<file path="src/rtl/cpu_pkg.sv">
// Shared CPU types and sizes used by the store buffer and its load-match logic.
package cpu_pkg;

  localparam int unsigned SB_DEPTH_DEFAULT = 4;
  localparam int unsigned PHY_TAG_W        = 6;
  localparam int unsigned DATA_W           = 32;
  localparam int unsigned ADDR_W           = 32;
  localparam int unsigned WADDR_W          = ADDR_W - 2;

  typedef struct packed {
    logic              valid;
    logic [ADDR_W-1:0] addr;
    logic [DATA_W-1:0] data;
  } sb_entry_t;

endpackage

</file>
<file path="src/rtl/sb_fwd_match.sv">
// Word-address match over buffered stores plus the incoming push, with a
// rotate-from-write-pointer priority encoder selecting the youngest match.
module sb_fwd_match
  import cpu_pkg::*;
#(
  parameter int unsigned DEPTH = SB_DEPTH_DEFAULT,
  parameter int unsigned PTR_W = $clog2(DEPTH)
) (
  input  logic [DEPTH-1:0]   valid_i,
  input  logic [WADDR_W-1:0] waddr_i [DEPTH],
  input  logic [PTR_W-1:0]   wr_idx_i,
  input  logic               push_i,
  input  logic [WADDR_W-1:0] push_waddr_i,
  input  logic [WADDR_W-1:0] ld_waddr_i,
  output logic               hit_c_o,
  output logic               push_hit_c_o,
  output logic [PTR_W-1:0]   idx_c_o
);

  logic [DEPTH-1:0] match_c;
  logic             found_c;

  always_comb begin
    match_c      = '0;
    found_c      = 1'b0;
    idx_c_o      = '0;
    push_hit_c_o = push_i && (push_waddr_i == ld_waddr_i);
    for (int unsigned i = 0; i < DEPTH; i++) begin
      match_c[i] = valid_i[i] && (waddr_i[i] == ld_waddr_i);
    end
    // Walk backwards from the slot just below wr_idx: first hit is the youngest.
    for (int unsigned k = 1; k <= DEPTH; k++) begin
      logic [PTR_W-1:0] j;
      j = PTR_W'(32'(wr_idx_i) + DEPTH - k);
      if (!found_c && match_c[j]) begin
        found_c = 1'b1;
        idx_c_o = j;
      end
    end
    hit_c_o = found_c | push_hit_c_o;
  end

endmodule

</file>
<file path="src/rtl/store_buffer.sv">
// Post-commit store buffer: in-order drain to the data cache, load address match.
// Define SB_FORWARD_EN to return the youngest matching store's data on SB_LdData.
module store_buffer
  import cpu_pkg::*;
#(
  parameter int unsigned SB_DEPTH = SB_DEPTH_DEFAULT,
  parameter int unsigned SB_PTR_W = $clog2(SB_DEPTH)
) (
  input  logic                 Clk,
  input  logic                 Resetb,
  input  logic                 Rob_CommitMemWrite,
  input  logic [ADDR_W-1:0]    Rob_SwAddr,
  input  logic [PHY_TAG_W-1:0] Rob_CommitCurrPhyAddr,
  output logic [PHY_TAG_W-1:0] SB_RfRdAddr,
  input  logic [DATA_W-1:0]    Rf_SbData,
  output logic                 SB_Full,
  output logic                 SB_DataValid,
  output logic [ADDR_W-1:0]    SB_AddrDmem,
  output logic [DATA_W-1:0]    SB_DataDmem,
  input  logic                 DCE_WriteDone,
  input  logic [ADDR_W-1:0]    Lsq_LdAddr,
  output logic                 SB_LdHit,
  output logic [DATA_W-1:0]    SB_LdData
);

  sb_entry_t           entries_q [SB_DEPTH];
  logic [SB_PTR_W:0]   wr_ptr_q, wr_ptr_d, rd_ptr_q, rd_ptr_d;
  logic [SB_PTR_W-1:0] wr_idx_c, rd_idx_c, fwd_idx_c;
  logic                empty_c, full_c, push_c, pop_c, push_hit_c;
  logic [SB_DEPTH-1:0] valid_c;
  logic [WADDR_W-1:0]  waddr_c [SB_DEPTH];

  assign wr_idx_c = wr_ptr_q[SB_PTR_W-1:0];
  assign rd_idx_c = rd_ptr_q[SB_PTR_W-1:0];
  assign empty_c  = (wr_ptr_q == rd_ptr_q);
  // Decoded from registered pointers only, so ROB commit sees no loop through here.
  assign full_c   = ((wr_ptr_q ^ rd_ptr_q) == {1'b1, {SB_PTR_W{1'b0}}});
  assign push_c   = Rob_CommitMemWrite & ~full_c;
  assign pop_c    = DCE_WriteDone & ~empty_c;
  assign wr_ptr_d = wr_ptr_q + (SB_PTR_W + 1)'(push_c);
  assign rd_ptr_d = rd_ptr_q + (SB_PTR_W + 1)'(pop_c);

  always_ff @(posedge Clk or posedge Resetb) begin
    if (Resetb) begin
      wr_ptr_q <= '0;
      rd_ptr_q <= '0;
      for (int unsigned i = 0; i < SB_DEPTH; i++) begin
        entries_q[i] <= '0;
      end
    end else begin
      wr_ptr_q <= wr_ptr_d;
      rd_ptr_q <= rd_ptr_d;
      // Push and pop never share a slot: push needs not-full, pop needs not-empty.
      if (push_c) begin
        entries_q[wr_idx_c] <= '{valid: 1'b1, addr: Rob_SwAddr, data: Rf_SbData};
      end
      if (pop_c) begin
        entries_q[rd_idx_c].valid <= 1'b0;
      end
    end
  end

  always_comb begin
    valid_c = '0;
    for (int unsigned i = 0; i < SB_DEPTH; i++) begin
      valid_c[i] = entries_q[i].valid;
      waddr_c[i] = entries_q[i].addr[ADDR_W-1:2];
    end
  end

  assign SB_RfRdAddr  = Rob_CommitCurrPhyAddr;
  assign SB_Full      = full_c;
  assign SB_DataValid = ~empty_c;
  assign SB_AddrDmem  = empty_c ? '0 : entries_q[rd_idx_c].addr;
  assign SB_DataDmem  = empty_c ? '0 : entries_q[rd_idx_c].data;

  sb_fwd_match #(
    .DEPTH (SB_DEPTH),
    .PTR_W (SB_PTR_W)
  ) u_match (
    .valid_i      (valid_c),
    .waddr_i      (waddr_c),
    .wr_idx_i     (wr_idx_c),
    .push_i       (Rob_CommitMemWrite),
    .push_waddr_i (Rob_SwAddr[ADDR_W-1:2]),
    .ld_waddr_i   (Lsq_LdAddr[ADDR_W-1:2]),
    .hit_c_o      (SB_LdHit),
    .push_hit_c_o (push_hit_c),
    .idx_c_o      (fwd_idx_c)
  );

`ifdef SB_FORWARD_EN
  assign SB_LdData = push_hit_c ? Rf_SbData :
                     SB_LdHit   ? entries_q[fwd_idx_c].data : '0;
`else
  assign SB_LdData = '0;
`endif

  logic unused_c;
  assign unused_c = ^{Lsq_LdAddr[1:0], push_hit_c, fwd_idx_c};

endmodule

</file>
<file path="config.mk">
export PLATFORM = sky130hd
export DESIGN_NAME = store_buffer
export DESIGN_NICKNAME = d
export VERILOG_FILES = /design/src/rtl/cpu_pkg.sv /design/src/rtl/sb_fwd_match.sv /design/src/rtl/store_buffer.sv
export SDC_FILE = /design/constraint.sdc
export NUM_CORES = 1
export LEC_CHECK = 0
export CAP_MARGIN = 20
export CORE_MARGIN = 1.5
export CORE_UTILIZATION = 55
export DETAILED_ROUTE_END_ITERATION = 7
export DONT_BUFFER_PORTS = 1
export PLACE_DENSITY = 0.7
export SYNTH_ARGS = -nofsm -noshare
export SYNTH_HDL_FRONTEND = slang
export SYNTH_HIERARCHICAL = 1
export SYNTH_SLANG_ARGS = --single-unit
</file>
<file path="constraint.sdc">
create_clock -name Clk -period 10.77 [get_ports Clk]
set_input_delay 0.5385 -clock Clk [delete_from_list [all_inputs] [get_ports Clk]]
set_output_delay 0.5385 -clock Clk [all_outputs]
set_load 0.05 [all_outputs]
</file>
==> flow_summary.ini <==
[synthesis]
synth_cells = 1021
syn_area_per_cell_um2 = 14.3
synth_warnings = 6
netlist_area_um2 = 14600

[cells_and_area]
drive_above_1_share = 0.341
diodes = 0
nets = 1086
num-fill-cells = 2084
multi_input_area_um2 = 7140
area_delta_synth_final_pct = 5.16
seqCellArea_um2 = 6660

[placed_design]
gp_congestion = 0.875
dp_hpwl_mm = 21.7
io_buffers = 0

[route]
ant_nets = 0
drt_first_pass_iters = 4
drc = 0
vias = 7960
wl_per_cell_um = 25.3
viasPerCell = 5.98
drt_wl_total_mm = 33.6
drt_iter0_drc = 417

[setup_path]
critical-path-slowest-cell = inv_2
path_class = reg -> out
r2r-start = rd_ptr_q[0]
crit_buf_inv = 2
worst_setup_path_start_kind = register
r2r_slack_ns = 7.38
cp.required_ns = 10.23
path_max_fanout = 41
cp_slowest_stage_delay_ns = 0.68
crit_chain = xor2_2 -> and3b_1 -> inv_2 -> buf_4 -> and2_1
reg2reg_depth = 6
critPathCaptureType = output port
cp.arrival_ns = 3.36
cp_top_family = buffers and inverters

[timing]
slew_violations = 0
hold_viol = 1
setup_viol = 0
hold_ws_ns = -0.000770
grt_setup_unrepaired = false
skew_ns = 0.0135
worstMarginPinSlew_ns = 1.14
setup-tns-final_ns = 0
relSlewSlack = 0.242
min_period_ns = 3.90
clock.fmax_mhz = 256
finalCritPeriodShare = 0.362

[global_route]
grt_usage = 0.249
grt_overflow = 0
grt_pass1_vias = 8506
grt_first_pass_wirelength_mm = 52.5
antenna_found_initial = 0
grt_max_degree = 120

[run_status]
run_status = finished with violations
failed_checks = hold timing

[floorplan]
die_h_um = 166
ioPinCount = 211
fp.dieW_um = 166
start_util = 0.560
fp.dieArea_um2 = 27500
row_count = 59
core-area_um2 = 26000

[clock_tree]
clock-sinks = 266
htreeDepth = 1
cts_resized = 0
numCtsBuffers = 29
ctsHoldBuffers = 0
postCtsSetupBuffers = 0
cts-root-buf = clkbuf_16
cts_tree = yes
clockBufferDepth = 3
path_clk_slew_ns = 0.05
clk_latency_ns = 0.54

[worst_hold_path]
hold_class = in -> async

[job]
max_cap_viol_count = 0
-- per-stage QoR --
step                utilization  hold slack [ns]  area (um^2)  setup WS, ns  instances
detailed placement        0.551            0.477        14300          7.04       1277
global placement          0.551            0.469        14300          7.08       1277
floorplan                     -            0.453        14700          2.91       1052
finish                    0.589        -0.000770        15300          6.87       1331
CTS                       0.586           0.0407        15200          6.80       1328
global route              0.589           0.0586        15300          6.65       1331
-- worst reg2reg max path, delay by kind of cell (launching register included) --
kind	cells	cell delay [ns]
flops	1	0.70
simple gates	1	0.16
buf+inv	3	1.67
compound gates	1	0.24
mux	1	0.50
-- cell type report --
class / instances / share of cell area
repair buffers: 13 / 0.00981
well taps: 335 / 0.0274
flip-flops and latches: 266 / 0.435
multi-input cells: 661 / 0.466
inverters: 5 / 0.00172
clock inverters: 7 / 0.00409
clock buffers: 44 / 0.0557
-- metal layers --
layer  part of all wire  global-route usage  wire length, um  up-vias
li1                   -                   -                -     3470
met1               0.42               0.334            14100     4215
met2               0.48               0.398            16100      232
met3              0.073              0.0676             2450       43
met4              0.028              0.0736              951        0
met5                  0                   0                0        -
-- worst max path at each step --
stage | slack, ns | endpoint | cells past startpoint | start
2_1_floorplan | 2.91 | asynchronous set/reset pin | 1 | Resetb
3_3_place_gp | 7.08 | register | 5 | rd_ptr_q[0]
3_5_place_dp | 7.04 | register | 5 | rd_ptr_q[0]
4_1_cts | 6.80 | SB_DataDmem[7] | 5 | wr_ptr_q[2]
5_1_grt | 6.65 | SB_DataDmem[15] | 5 | wr_ptr_q[2]
6_report | 6.87 | SB_AddrDmem[18] | 5 | wr_ptr_q[2]
-- layout by cell type (no fill, tap or decap), types with 4 or more instances in the layout --
cell	count
mux2_1	58
clkinv_2	5
dfrtp_1	264
nor4_1	16
clkbuf_8	7
nand4_1	25
mux2_4	49
xnor2_1	95
and2_1	65
clkbuf_1	8
conb_1	32
xor2_1	59
mux2_2	149
ha_1	4
clkbuf_16	29
nand2_1	5
mux4_2	64
buf_4	10
nor3_1	5
Power is not shown: default switching activity piles up to over one toggle a cycle in this logic, so the estimate is an artifact.
